[src/rtl/serial2parallel.sv]
// serial2parallel
// Collects an MSB-first serial stream into WIDTH-bit words. Each completed
// word is presented with a one-cycle valid strobe. An optional alignment
// input locks the word boundaries to the transmitter framing. A frame error
// pulse reports any partial word that realignment threw away.
//
// state | meaning
// ------+-----------------------------------------------------------
// HUNT  | waiting for the first align_sig; serial bits are discarded
// RUN   | word boundaries known; bits are shifted and counted
module serial2parallel #(
    parameter int WIDTH     = 2,
    parameter bit ALIGN_REQ = 1'b1
) (
    input  logic             clk_sig,
    input  logic             reset_sig,
    input  logic             serial_sig,
    input  logic             serial_en,
    input  logic             align_sig,
    output logic [WIDTH-1:0] parallel_sig,
    output logic             parallel_valid,
    output logic             frame_err,
    output logic             locked
);

    localparam int CW = $clog2(WIDTH);
    localparam logic [CW-1:0] LAST_BIT = CW'(WIDTH - 1);
    localparam logic [CW-1:0] ONE_BIT  = CW'(1);

    typedef enum logic {
        HUNT = 1'b0,
        RUN  = 1'b1
    } state_t;

    localparam state_t RESET_STATE = ALIGN_REQ ? HUNT : RUN;

    // A one-bit word has no MSB/LSB split and no counter to speak of.
    if (WIDTH < 2) begin : g_width_check
        $error("serial2parallel: WIDTH must be at least 2");
    end

    state_t           r_state;
    state_t           w_state_nxt;
    logic [WIDTH-1:0] r_shift;
    logic [WIDTH-1:0] w_shift_nxt;
    logic [WIDTH-1:0] w_shift_in;
    logic [CW-1:0]    r_bit_cnt;
    logic [CW-1:0]    w_bit_cnt_nxt;
    logic [WIDTH-1:0] r_parallel;
    logic [WIDTH-1:0] w_parallel_nxt;
    logic             r_valid;
    logic             w_valid_nxt;
    logic             r_frame_err;
    logic             w_frame_err_nxt;

    // The incoming bit always enters at the LSB, so the first bit of a word
    // has reached the MSB once WIDTH bits have been consumed.
    assign w_shift_in = {r_shift[WIDTH-2:0], serial_sig};

    // State, datapath and output registers; reset clears everything at once.
    always_ff @(posedge clk_sig or posedge reset_sig) begin
        if (reset_sig) begin
            r_state     <= RESET_STATE;
            r_shift     <= '0;
            r_bit_cnt   <= '0;
            r_parallel  <= '0;
            r_valid     <= 1'b0;
            r_frame_err <= 1'b0;
        end else begin
            r_state     <= w_state_nxt;
            r_shift     <= w_shift_nxt;
            r_bit_cnt   <= w_bit_cnt_nxt;
            r_parallel  <= w_parallel_nxt;
            r_valid     <= w_valid_nxt;
            r_frame_err <= w_frame_err_nxt;
        end
    end

    // Next-state and datapath decode. Everything holds when no bit is
    // consumed; the two strobes default low so they last a single cycle.
    always_comb begin
        w_state_nxt     = r_state;
        w_shift_nxt     = r_shift;
        w_bit_cnt_nxt   = r_bit_cnt;
        w_parallel_nxt  = r_parallel;
        w_valid_nxt     = 1'b0;
        w_frame_err_nxt = 1'b0;

        if (serial_en) begin
            case (r_state)
                HUNT: begin
                    if (align_sig) begin
                        w_shift_nxt   = w_shift_in;
                        w_bit_cnt_nxt = ONE_BIT;
                        w_state_nxt   = RUN;
                    end
                end
                RUN: begin
                    w_shift_nxt = w_shift_in;
                    if (align_sig) begin
                        // Align wins over completion: a word that would have
                        // finished on this bit is dropped as truncated.
                        w_bit_cnt_nxt   = ONE_BIT;
                        w_frame_err_nxt = (r_bit_cnt != '0);
                    end else if (r_bit_cnt == LAST_BIT) begin
                        w_parallel_nxt = w_shift_in;
                        w_valid_nxt    = 1'b1;
                        w_bit_cnt_nxt  = '0;
                    end else begin
                        w_bit_cnt_nxt = r_bit_cnt + ONE_BIT;
                    end
                end
                default: begin
                    w_state_nxt = RESET_STATE;
                end
            endcase
        end
    end

    assign parallel_sig   = r_parallel;
    assign parallel_valid = r_valid;
    assign frame_err      = r_frame_err;
    assign locked         = (r_state == RUN);

endmodule

[config.mk]
export PLATFORM = sky130hd
export DESIGN_NAME = serial2parallel
export DESIGN_NICKNAME = d
export VERILOG_FILES = /design/src/rtl/serial2parallel.sv
export SDC_FILE = /design/constraint.sdc
export NUM_CORES = 1
export LEC_CHECK = 0
export ABC_AREA = 1
export BUFFER_PORTS_ARGS = -buffer_cell sky130_fd_sc_hd__buf_4
export CAP_MARGIN = 20
export CORE_AREA = 4 4 41 43
export DETAILED_ROUTE_END_ITERATION = 8
export DIE_AREA = 0 0 45 47
export GPL_ROUTABILITY_DRIVEN = 0
export GPL_TIMING_DRIVEN = 0
export MAX_ROUTING_LAYER = met4
export PLACE_DENSITY_LB_ADDON = 0.25
export SYNTH_ARGS = -nofsm -noshare
export SYNTH_HDL_FRONTEND = slang
export SYNTH_SLANG_ARGS = --single-unit
[constraint.sdc]
create_clock -name clk_sig -period 0.9 [get_ports clk_sig]
set_input_delay 0.09 -clock clk_sig [delete_from_list [all_inputs] [get_ports clk_sig]]
set_output_delay 0.09 -clock clk_sig [all_outputs]
set_load 0.005 [all_outputs]
Word-level counts from Yosys, hierarchy flattened
Cells that the tools add are included.
{"block": "classes", "n_addsub": 1, "eq_ne": 1, "mux": 15, "bitwise_logic": 2, "n_reduce_logical": 2}
{"op": "$mux 1", "count": 13}
{"op": "$pmux 1 s2", "count": 2}
{"op": "$reduce_and 4->1", "count": 1}
{"op": "$ne 2x2->1 const B", "count": 1}
{"op": "$not 1->1", "count": 2}
{"op": "$reduce_and 2->1", "count": 1}
{"op": "$add 1x1->1 const B", "count": 1}
{"block": "totals", "regBits": 7, "out_inout_bits": 5, "wordCells": 27}

Longest topological paths before layout
Gate-level depths: netlist (run 1).
{"block": "logic_depth", "word_depth": 4, "ltp_mapped": 5, "depth_no_buf": 5}

Worst setup path after synthesis (run 1)
Ideal clock, no wire load.
{"block": "synth_timing", "path_kind": "register to register", "from": "reg r_state (netlist: locked)", "to": "reg r_parallel[0] (netlist: parallel_sig[0])", "t_arrival_ns": 0.703, "t_required_ns": 0.784, "path_slack_ns": 0.081, "stages_incl_launch_ff": 6, "n_path_buf": 0, "period_less_slack_ns": 0.819, "cell_sequence": "dfrtp_1 nand2_1 inv_1 nand2_2 nand2_1 nand2_1"}
{"block": "synth_via", "elab_chain_len": 1}
{"element": "from (decl)", "line_no": "42", "rtl": "state_t r_state;"}
{"element": "from (signal assigned)", "line_no": "70", "rtl": "r_state <= w_state_nxt;"}
{"element": "$reduce_and 4->1 (no source line)"}
{"element": "to (signal assigned)", "line_no": "73", "rtl": "r_parallel <= w_parallel_nxt;"}
{"element": "to (decl)", "line_no": "49", "rtl": "logic [WIDTH-1:0] r_parallel;"}
No other way between the ends.
A chain may end at the register's enable or synchronous reset.

Worst setup path after layout (run 1)
{"block": "layout_timing", "from": "reg r_state (netlist: locked)", "to": "out locked"}
{"element": "to (decl)", "line_no": "23", "rtl": "output logic locked"}
No word-level cell between the ends.

==> results of run 1 <==
metal layers:
layer	vias up	GRT usage, %	part of all wire (%)
met1	101	6.79	48
met4	0	1.75	0
met3	0	6.90	13
li1	126	-	-
met5	-	-	0
met2	9	7.34	39
worst paths after layout:
path / slack, ns / cells past startpoint / end
max in group asynchronous: 0.36 / 3 / parallel_sig[0]$_DFFE_PP0P_
max reg2reg: 0.04 / 5 / parallel_sig[1]$_DFFE_PP0P_
min reg2reg: 0.47 / 2 / parallel_sig[0]$_DFFE_PP0P_
max: 0.006 / 1 / locked
min: 0.06 / 3 / r_shift[0]$_DFFE_PP0P_
min in group asynchronous: 0.33 / 3 / parallel_valid$_DFF_PP0_
state kept, by name (all words and copies together) (netlist names):
| register | flops |
|---|---|
| parallel_sig | 2 |
| frame_err | 1 |
| locked | 1 |
| parallel_valid | 1 |
| r_bit_cnt | 1 |
| r_shift | 1 |
synthesized netlist by cell type:
master	number
sky130_fd_sc_hd__dfrtp_1	7
sky130_fd_sc_hd__inv_1	4
sky130_fd_sc_hd__inv_2	2
sky130_fd_sc_hd__nand2_1	13
sky130_fd_sc_hd__nand2_2	2
sky130_fd_sc_hd__nand3_1	2
sky130_fd_sc_hd__nand3b_1	1
sky130_fd_sc_hd__nor2_2	1
sky130_fd_sc_hd__nor3_1	1
final cells by class:
type	count	area, um^2	area share [%]
Multi-Input combinational cell	20	95.1	22.9
Sequential cell	7	175	42.2
Tap cell	15	18.8	4.52
Inverter	6	22.5	5.42
Clock buffer	4	26.3	6.33
Timing Repair Buffer	10	77.6	18.7
worst register-to-register path, delay by kind of cell (launching register included):
kind	cells	cell delay [ns]
DFF	1	0.39
and+or+nand+nor	4	0.28
buffers and inverters	1	0.09
report_power, final:
part           total, mW  switching (mW)  internal (mW)
registers          0.370          0.0195          0.351
logic              0.130          0.0621         0.0680
clock network      0.282           0.113          0.169
per-stage QoR:
step / TNS [ns] / hold slack [ns]
6_report: 0 / 0.0555
5_1_grt: -0.0417 / 0.0480
4_1_cts: -0.00527 / 0.0468
3_5_place_dp: 0 / 0.0433
3_3_place_gp: 0 / 0.0493
2_1_floorplan: 0 / -0.107
kinds of logic (layout without fill, tap and decap cells):
kind of cell,count (synthesis),in the layout,synth area share [%]
buffers and inverters,6,20,7.83
DFF,7,7,60.9
and+or+nand+nor,20,20,31.3
timing repair:
item,CTS,global route
resized for setup,0,2
hold endpoints to repair,7,0
setup endpoints to repair,1,3
hold buffers,1,0
==> impl.org, run 1 <==
** Critical path
- Among cell families on the critical path, the largest total delay comes from flip-flops.
- The largest individual stage delay along the critical path comes from the cell sky130_fd_sc_hd__dfrtp_1.
- Data on the critical path is required at its endpoint by 0.81 ns.
- The most critical setup path has its startpoint at locked$_DFFE_PP0P_.
- STA classifies the critical path startpoint as a flop.
- For the worst setup path, the data arrival time is 0.80 ns.
- Count of buffer and inverter cells on the critical path :: 1
- The setup path with the least slack is of type flop to output port.
- Sequence of cells on the critical path :: buf_4
- The worst setup path is captured at an output port.
- Worst reg2reg startpoint :: locked$_DFFE_PP0P_
- Critical-path maximum fanout :: 4
- In this design, the stage delay of the slowest critical-path cell is 0.41 ns.

** Floorplan
- The total area inside the core boundary comes to 1300 um^2.
- Die Ht :: 47 um
- Starting density of the core :: 22.1%
- DIE WIDTH :: 45 um
- Count of boundary I/O pins :: 10
- Number of cell rows :: 13
- Total Die Area :: 2120 um^2

** Layout
- The library cells used most frequently in the layout, excluding fill and tap cells, are sky130_fd_sc_hd__nand2_1 (13), sky130_fd_sc_hd__buf_4 (9), sky130_fd_sc_hd__dfrtp_1 (7).
- Final core utilization :: 31.9%
- Proportion of layout cells with a drive suffix above 1 :: 38.3%
- The library cell used most frequently in the layout, excluding fill and tap cells, is sky130_fd_sc_hd__nand2_1.
- Design Area, Final :: 415 um^2
- Synthesis-to-finish area growth :: 44.3%
- Antenna fix cells :: 0
- In the final design database the tool counted 53 nets.
- The finished layout holds 62 standard cells, fillers aside.
- Filler Cells Inserted :: 140

** Route
- DRC violations left :: 0
- For this block, the initial DRC count from the detailed router was 4.
- The final layout contains routed wiring with a total length of 544 um.
- Final antenna-violating net count :: 0
- Before antenna repair, the detailed router went through 2 iterations.
- Ratio of routed vias to standard cells :: 3.81
- The routed layout has 236 vias.
- Dividing the detail-routed wire length by the instance count gives 8.77 um.

** Placed design
- Dpl cell area :: 374 um^2
- Estimated wirelength of the detail-placed design :: 408 um
- Pre-CTS WS :: 0.0279 ns
- Port buffering added 9 buffers.
- Dpl cells :: 57

** GRT
- Antenna violations before repair :: 0
- The total overflow left after global routing is 0.
- Wire length of the first global-routing pass :: 800 um
- All-layer global routing usage :: 6.27%
- Maximum number of pins on one net before global-route repair :: 8
- Via count of the first global-routing pass :: 201

** Synth
- Count of unique library cells instantiated by Yosys :: 9
- In the post-synthesis netlist, the biggest area contributors are sky130_fd_sc_hd__dfrtp_1 (61%), sky130_fd_sc_hd__nand2_1 (17%), sky130_fd_sc_hd__inv_1 (5.2%), sky130_fd_sc_hd__nand2_2 (4.3%), sky130_fd_sc_hd__nand3_1 (3.5%).
- Share of the synthesized area in the top cell type :: 60.9%
- Number of nets in the synthesized netlist :: 38
- Counting flops and latches in the post-synthesis netlist gives 7.
- During synthesis, Yosys emitted a total of 0 warnings.
- Synthesis handed over a netlist of 33 instances.
- Cell taking the most area after synthesis :: sky130_fd_sc_hd__dfrtp_1
- Cell Area, Synth :: 288 um^2
- A synthesized cell averages 8.72 um^2.
- Register area share after synthesis :: 60.9%

** Run status
- The run finished with clean final reports.

** STA
- Count of final setup violators :: 0
- At the pin with the least slew margin, the transition time is 0.264 ns.
- Worst max-slew margin expressed relative to the limit :: 82.4%
- Final count of hold timing violations :: 0
- The final count of pins violating max slew was 0.
- Setup repair after global routing could not meet its margin everywhere.
- Post-layout minimum cycle time :: 0.894 ns
- Across all setup checks in the final design, the least slack found is 0.00605 ns.
- Portion of the clock cycle consumed by the worst path in the final layout :: 99.3%
- Derived from the worst setup path, the maximum achievable clock frequency is 1.12 GHz.
- Worst clock skew :: 0.00178 ns

** Pwr
- In this run the power density over the cells is 1880 nW/um^2.
- Leakage power of the design :: 0.239 nW
- The worst-case IR drop observed on VDD is 1.08 mV.
- The completed layout was analyzed and its total power is 0.783 mW.

** Worst hold path
- In this run the most critical hold path is launched from serial_sig.
- In this run the worst hold path is classified as input port to flop.

** Clock network
- TritonCTS clock tree :: yes
- No sink is reached through more buffers than the 2 on the longest clock path.
- Clock tree synthesis inserted a total of 3 buffers.
- For this design, the sink count on the clock tree is 7.
- At the later pin of the worst-skew pair, clock insertion delay measures 0.25 ns.
- Post-CTS Setup Inserts :: 0
- Clock transition time at the flip-flop clock pins of the worst setup and hold paths :: 0.05 ns
- Total number of H-tree levels :: 1
- Clock Root Buffer :: sky130_fd_sc_hd__clkbuf_4

** Job
- Max-cap violations in this run came to 0.
(Power assumes the default switching activity.)
==> inputs of run 2 (changes only) <==
- GPL_TIMING_DRIVEN: 0 -> unset
==> impl.org, run 2 (synthesis gave the netlist of run 1 again) <==
** Layout
- The commonest non-fill, non-tap cell in the layout is sky130_fd_sc_hd__nand2_1 (unchanged).
- Antenna fix cells :: 0 (unchanged)
- Sequential Area :: 175 um^2 (unchanged)
- The layout filler cell count was 150 (was 140).
- The number of flip-flops in the largest register came to 2 (unchanged).
- Highest-count cells in the layout ignoring fill and taps :: sky130_fd_sc_hd__nand2_1 (13), sky130_fd_sc_hd__buf_4 (10), sky130_fd_sc_hd__dfrtp_1 (7) (was sky130_fd_sc_hd__nand2_1 (13), sky130_fd_sc_hd__buf_4 (9), sky130_fd_sc_hd__dfrtp_1 (7))
- The total number of nets in the final design was 54 (was 53).
- Proportion of layout cells with a drive suffix above 1 :: 39.6% (was 38.3%)
- The area taken by multi-input logic gates is 95.1 um^2 (unchanged).
- The area added between synthesis and finish came to 47.0% (was 44.3%).

** Clock network
- The number of buffers inserted during clock tree synthesis came to 3 (unchanged).
- Clock latency on the worst-skew pair :: 0.24 ns (was 0.25 ns)
- TritonCTS clock tree :: yes (unchanged)
- Total number of H-tree levels :: 1 (unchanged)
- Count of clock tree sinks :: 7 (unchanged)
- Worst-case clock buffer depth :: 2 (unchanged)
- Clock Root Buffer :: sky130_fd_sc_hd__clkbuf_4 (unchanged)
- The clock transition time at the flip-flop clock pins of the worst setup and hold paths came to 0.05 ns (about the same).

** Critical path
- Critical-path top delay cell :: sky130_fd_sc_hd__dfrtp_1 (unchanged)
- The biggest cell delay along the critical path came to 0.40 ns (was 0.41 ns).
- Crit end category :: output port (unchanged)
- The critical path class is flop to output port (unchanged).
- The number of buffers and inverters on the critical path was 1 (unchanged).
- Sequence of cells on the critical path: buf_4 (unchanged).
- CP Data Arrival Time :: 0.78 ns (was 0.80 ns)
- Top Family by Delay on Critical Path :: flip-flops (unchanged)
- Critical Path Source Type :: flop (unchanged)
- Critical-path maximum fanout :: 3 (was 4)
- Worst endpoint required time :: 0.81 ns (about the same)

** Worst hold path
- The type of the tightest min-delay check is input port to flop (unchanged).

** Floorplan
- Number of cell rows :: 13 (unchanged)
- The vertical die dimension came to 47 um (unchanged).
- Starting density of the core :: 22.1% (unchanged)
- Count of boundary I/O pins :: 10 (unchanged)
- The die outline area was 2120 um^2 (unchanged).
- Floorplan core area :: 1300 um^2 (unchanged)
- DIE WIDTH :: 45 um (unchanged)

** STA
- The final worst clock skew is 0.00353 ns (was 0.00178 ns).
- Sum Neg Setup Slack :: 0 ns (unchanged)
- Smallest hold slack :: 0.0580 ns (was 0.0555 ns)
- RSZ-0062 raised after global routing: true (unchanged).
- Final count of hold timing violations :: 0 (unchanged)
- Post-layout minimum cycle time :: 0.871 ns (was 0.894 ns)
- Max Slew Vio Count :: 0 (unchanged)
- Actual transition at the worst max-transition pin :: 0.267 ns (was 0.264 ns)
- The fraction of the cycle the final worst path needs is 96.8% (was 99.3%).
- Count of final setup violators :: 0 (unchanged)
- The headroom to the max-slew limit was 82.2% (was 82.4%).
- The highest clock frequency the design can meet came to 1.15 GHz (was 1.12 GHz).
- Worst setup slack after layout :: 0.0287 ns (was 0.00605 ns)

** Placed design
- Estimated wirelength of the detail-placed design :: 418 um (was 408 um)
- The minimum setup slack after placement is 0.0666 ns (was 0.0279 ns).
- The count of buffers inserted at the top-level ports is 9 (unchanged).

** Route
- Detailed-route via count :: 236 (unchanged)
- The DRC violations left is 0 (unchanged).
- Number of DRC markers after the initial detailed-route iteration :: 2 (was 4)
- Detailed-route wire length :: 526 um (was 544 um)
- Ratio of routed vias to standard cells :: 3.75 (was 3.81)
- The routed wire length per instance was 8.35 um (was 8.77 um).
- The count of nets left with antenna violations after detail routing was 0 (unchanged).
- Count of TritonRoute iterations in the first routing pass :: 3 (was 2)

** Pwr
- The internal portion of total power came to 0.587 mW (was 0.588 mW).
- Net switching fraction of the power :: 23.8% (was 24.9%)
- Leakage power of the design :: 0.243 nW (was 0.239 nW)
- Combinational Power Share :: 16.8% (was 16.6%)
- The sequential share of power is 48.0% (was 47.3%).
- The power per cell area was 1820 nW/um^2 (was 1880 nW/um^2).
- Total net switching power :: 0.184 mW (was 0.195 mW)
- The portion of total power attributed to the clock network came to 35.2% (was 36.1%).
- Worst VDD drop :: 0.708 mV (was 1.08 mV)

** GRT
- The maximum number of pins on one net before global-route repair came to 8 (unchanged).
- Remaining Overflow, GRT :: 0 (unchanged)
- All-layer global routing usage :: 6.26% (was 6.27%)
- The number of global-route vias before repair came to 222 (was 201).
- The first-pass GRT wire length is 848 um (was 800 um).
- The initial antenna violation count is 0 (unchanged).

** Job
- Number of maximum-capacitance constraint violations :: 0 (unchanged)

** Run status
- Result of the run: finished, final reports clean (unchanged).
[run 2: cell types whose count changed in the layout (fill, tap and decap cells not counted)]
cell | previous run | this run
sky130_fd_sc_hd__buf_4 | 9 | 10
[run 2: final timing paths]
check                                                  from                     endpoint  slack, ns  cells past startpoint
worst max-delay path                     locked$_DFFE_PP0P_                       locked       0.03                      1
worst min-delay path                             serial_sig       r_shift[0]$_DFFE_PP0P_       0.06                      3
worst max register to register           locked$_DFFE_PP0P_  parallel_sig[1]$_DFFE_PP0P_       0.06                      5
worst min register to register  parallel_sig[0]$_DFFE_PP0P_  parallel_sig[0]$_DFFE_PP0P_       0.47                      2
max in group asynchronous                         reset_sig  parallel_sig[1]$_DFFE_PP0P_       0.35                      3
min in group asynchronous                         reset_sig  parallel_sig[0]$_DFFE_PP0P_       0.34                      3
[run 2: timing repair]
action                                  in CTS  in global routing
endpoints found under the setup margin       1                  3
hold endpoints to repair                     7                  0
hold buffers                                 1                  0
gates resized for setup                      0                  2
buffers inserted                             0                  1
gates cloned                                 0                  0
[run 2: power by group through the flow]
| stage | Clock, mW | Combinational (mW) | Sequential (mW) |
|---|---|---|---|
| final | 0.271 | 0.129 | 0.370 |
| after global routing | 0.310 | 0.147 | 0.375 |
| after CTS | 0.290 | 0.127 | 0.371 |
| after detailed placement | 0 | 0.123 | 0.376 |
| after global placement | 0 | 0.124 | 0.375 |
| after floorplan | 0 | 0.0568 | 0.376 |
[run 2: worst register-to-register path, cell delays in order (launching register included)]
cell	delay (ns)
sky130_fd_sc_hd__dfrtp_1	0.37
sky130_fd_sc_hd__nand2_1	0.11
sky130_fd_sc_hd__inv_2	0.08
sky130_fd_sc_hd__nand2_2	0.06
sky130_fd_sc_hd__nand2_1	0.06
sky130_fd_sc_hd__nand2_1	0.04
[run 2: final cells by class]
class                   instances  share of cell area [%]
clock buffers                   4                    6.21
inverters                       6                    5.33
multi-input cells              20                    22.5
flip-flops and latches          7                    41.4
well taps                      15                    4.44
repair buffers                 11                    20.1
[run 2: per-stage QoR]
stage / util [%] / area [um^2] / power [mW] / instances
finish: 32.5 / 423 / 0.771 / 63
global route: 32.5 / 423 / 0.833 / 63
CTS: 31.5 / 410 / 0.788 / 62
detailed placement: 29.3 / 382 / 0.499 / 58
global placement: 29.3 / 382 / 0.499 / 58
floorplan: - / 288 / 0.433 / 33
[run 2: metal layers]
layer	vias to the layer above	wire length, um	global-route usage (%)
met5	-	0	-
met4	0	0	3.51
met3	0	55	4.60
met2	8	238	8.19
met1	100	232	6.78
li1	128	-	-
==> inputs of run 3 (changes only) <==
- MAX_ROUTING_LAYER: met4 -> unset
==> impl.org, run 3 (synthesis gave the netlist of run 1 again) <==
** Run status
- Result of the run: finished, final reports clean (unchanged).

** Pwr
- Leakage power of the design :: 0.243 nW (unchanged)
- Cell-internal power :: 0.587 mW (about the same)
- The power spent charging and discharging nets came to 0.184 mW (about the same).
- Worst VDD drop :: 0.709 mV (was 0.708 mV)
- The sequential share of power was 48.0% (about the same).
- Net switching fraction of the power :: 23.9% (was 23.8%)
- Share of power burned in the clock network :: 35.2% (about the same)
- Power per cell area :: 1820 nW/um^2 (about the same)
- The power after layout is 0.772 mW (was 0.771 mW).
- The proportion of power drawn by combinational gates came to 16.8% (about the same).

** Placed design
- The half-perimeter wire length after detailed placement came to 418 um (unchanged).
- The count of placed standard cells including taps was 58 (unchanged).
- The count of buffers inserted at the top-level ports is 9 (unchanged).
- The post-place instance area was 382 um^2 (unchanged).

** Route
- DRC violations left :: 0 (unchanged)
- Met1 wire length :: 228 um (was 232 um)
- Uppermost routed layer :: met3 (unchanged)
- The DRC marker count from the first detailed-route iteration is 2 (unchanged).
- The detailed-route wire length was 526 um (unchanged).
- The number of iterations in the first detailed-routing pass was 3 (unchanged).
- Amount of wire on met2 after detailed routing :: 237 um (was 238 um)
- The detailed-routed wire length on met3 is 60 um (was 55 um).
- The count of vias placed by the detailed router was 236 (unchanged).
- Ratio of routed vias to standard cells :: 3.75 (unchanged)
- The count of nets left with antenna violations after detail routing is 0 (unchanged).
- The routed wire length per instance came to 8.35 um (unchanged).

** Critical path
- Count of buffer and inverter cells on the critical path :: 1 (unchanged)
- The kind of end point of the critical path is an output port (unchanged).
- Worst Path Class, Setup :: flop to output port (unchanged)
- Critical-path maximum fanout :: 3 (unchanged)
- The data required time of the worst path came to 0.81 ns (about the same).
- Critical-path top delay cell :: sky130_fd_sc_hd__dfrtp_1 (unchanged)
- Delay of the slowest cell on the worst path :: 0.40 ns (about the same)
- The element type at the critical path start is a flop (unchanged).
- Sequence of cells on the critical path: buf_4 (unchanged).
- The data arrival time at the worst-slack endpoint came to 0.78 ns (about the same).
- The cell family contributing the most delay on the critical path is flip-flops (unchanged).

** Clock network
- The clock tree from TritonCTS is yes (unchanged).
- The clock sink count was 7 (unchanged).
- The clock latency at the later pin of the worst-skew pair is 0.24 ns (about the same).
- The maximum buffer depth of the clock tree came to 2 (unchanged).
- Clock transition time at the flip-flop clock pins of the worst setup and hold paths :: 0.05 ns (about the same)
- Cts bufs inserted :: 3 (unchanged)
- Total number of H-tree levels :: 1 (unchanged)
- The library cell used as clock root buffer is sky130_fd_sc_hd__clkbuf_4 (unchanged).

** Layout
- Synthesis-to-finish area growth :: 47.0% (unchanged)
- The total number of nets in the final design came to 54 (unchanged).
- The layout filler cell count was 150 (unchanged).
- The commonest non-fill, non-tap cell in the layout is sky130_fd_sc_hd__nand2_1 (unchanged).
- The number of flip-flops in the largest register came to 2 (unchanged).
- Design Area, Final :: 423 um^2 (unchanged)
- The diode insertion count for antenna repair was 0 (unchanged).
- Highest-count cells in the layout ignoring fill and taps :: sky130_fd_sc_hd__nand2_1 (13), sky130_fd_sc_hd__buf_4 (10), sky130_fd_sc_hd__dfrtp_1 (7) (unchanged)
- Number of standard cells in the layout, taps in and fillers out :: 63 (unchanged)
- Proportion of layout cells with a drive suffix above 1 :: 39.6% (unchanged)

** GRT
- Wire length of the first global-routing pass :: 848 um (unchanged)
- The initial antenna violation count was 0 (unchanged).
- The aggregate global routing overflow was 0 (unchanged).
- All-layer global routing usage :: 6.06% (was 6.26%)
- The maximum number of pins on one net before global-route repair was 8 (unchanged).
- The number of global-route vias before repair is 223 (was 222).

** Floorplan
- Starting density of the core :: 22.1% (unchanged)
- The area inside the core boundary is 1300 um^2 (unchanged).
- The number of primary I/O pins was 10 (unchanged).
- The die outline area is 2120 um^2 (unchanged).
- The width of the chip came to 45 um (unchanged).
- Number of cell rows :: 13 (unchanged)
- The vertical die dimension was 47 um (unchanged).

** STA
- Actual transition at the worst max-transition pin :: 0.266 ns (was 0.267 ns)
- Smallest hold slack :: 0.0574 ns (was 0.0580 ns)
- The total of endpoints with negative setup slack in the final report was 0 (unchanged).
- The headroom to the max-slew limit was 82.3% (was 82.2%).
- The highest clock frequency the design can meet came to 1.15 GHz (about the same).
- The fraction of the cycle the final worst path needs came to 96.8% (about the same).
- The count of final hold-check violations was 0 (unchanged).
- The final critical path time including I/O delays and setup was 0.872 ns (was 0.871 ns).
- The final count of pins violating max slew came to 0 (unchanged).
- The post-route setup TNS is 0 ns (unchanged).
- RSZ-0062 raised after global routing :: true (unchanged)
- The final worst clock skew was 0.00365 ns (was 0.00353 ns).

** Job
- Number of maximum-capacitance constraint violations :: 0 (unchanged)

** Worst hold path
- The type of the tightest min-delay check is input port to flop (unchanged).
-- run 3: path summary, 6_finish.rpt --
check,slack [ns],to,startpoint,cells past startpoint
max reg2reg,0.06,parallel_sig[1]$_DFFE_PP0P_,locked$_DFFE_PP0P_,5
min,0.06,r_shift[0]$_DFFE_PP0P_,serial_sig,3
max,0.03,locked,locked$_DFFE_PP0P_,1
min in group asynchronous,0.34,parallel_sig[0]$_DFFE_PP0P_,reset_sig,3
max in group asynchronous,0.35,parallel_sig[1]$_DFFE_PP0P_,reset_sig,3
min reg2reg,0.47,parallel_sig[0]$_DFFE_PP0P_,parallel_sig[0]$_DFFE_PP0P_,2
-- run 3: cell type report --
class                      instances  area [um^2]  area share [%]
clock buffer                       4         26.3            6.21
tap                               15         18.8            4.44
sequential                         7          175            41.4
inverter                           6         22.5            5.33
multi-input combinational         20         95.1            22.5
timing repair buffer              11         85.1            20.1
-- run 3: per-layer routing --
layer,GRT usage [%],vias to the layer above
met5,0,-
met4,3.51,0
met3,4.60,0
met2,8.19,10
met1,6.78,99
li1,-,127
-- run 3: metrics by stage --
| stage | util (%) | worst slack, ns |
|---|---|---|
| 5_1_grt | 32.5 | -0.00955 |
| 2_1_floorplan | - | 0.0805 |
| 6_report | 32.5 | 0.0284 |
| 3_3_place_gp | 29.3 | 0.0605 |
| 3_5_place_dp | 29.3 | 0.0666 |
| 4_1_cts | 31.5 | 0.00129 |
-- run 3: power groups by stage --
stage          clock network [mW]  registers [mW]  logic, mW
5_1_grt                     0.310           0.375      0.147
4_1_cts                     0.290           0.371      0.127
2_1_floorplan                   0           0.376     0.0568
6_report                    0.272           0.370      0.129
3_3_place_gp                    0           0.375      0.124
3_5_place_dp                    0           0.376      0.123
-- run 3: timing repair --
| action | in CTS | in global routing |
|---|---|---|
| resized for setup | 0 | 2 |
| setup endpoints to repair | 1 | 3 |
| setup buffers | 0 | 1 |
| hold buffers | 1 | 0 |
| hold endpoints to repair | 7 | 0 |
| cloned | 0 | 0 |
| pin swaps | 0 | 0 |
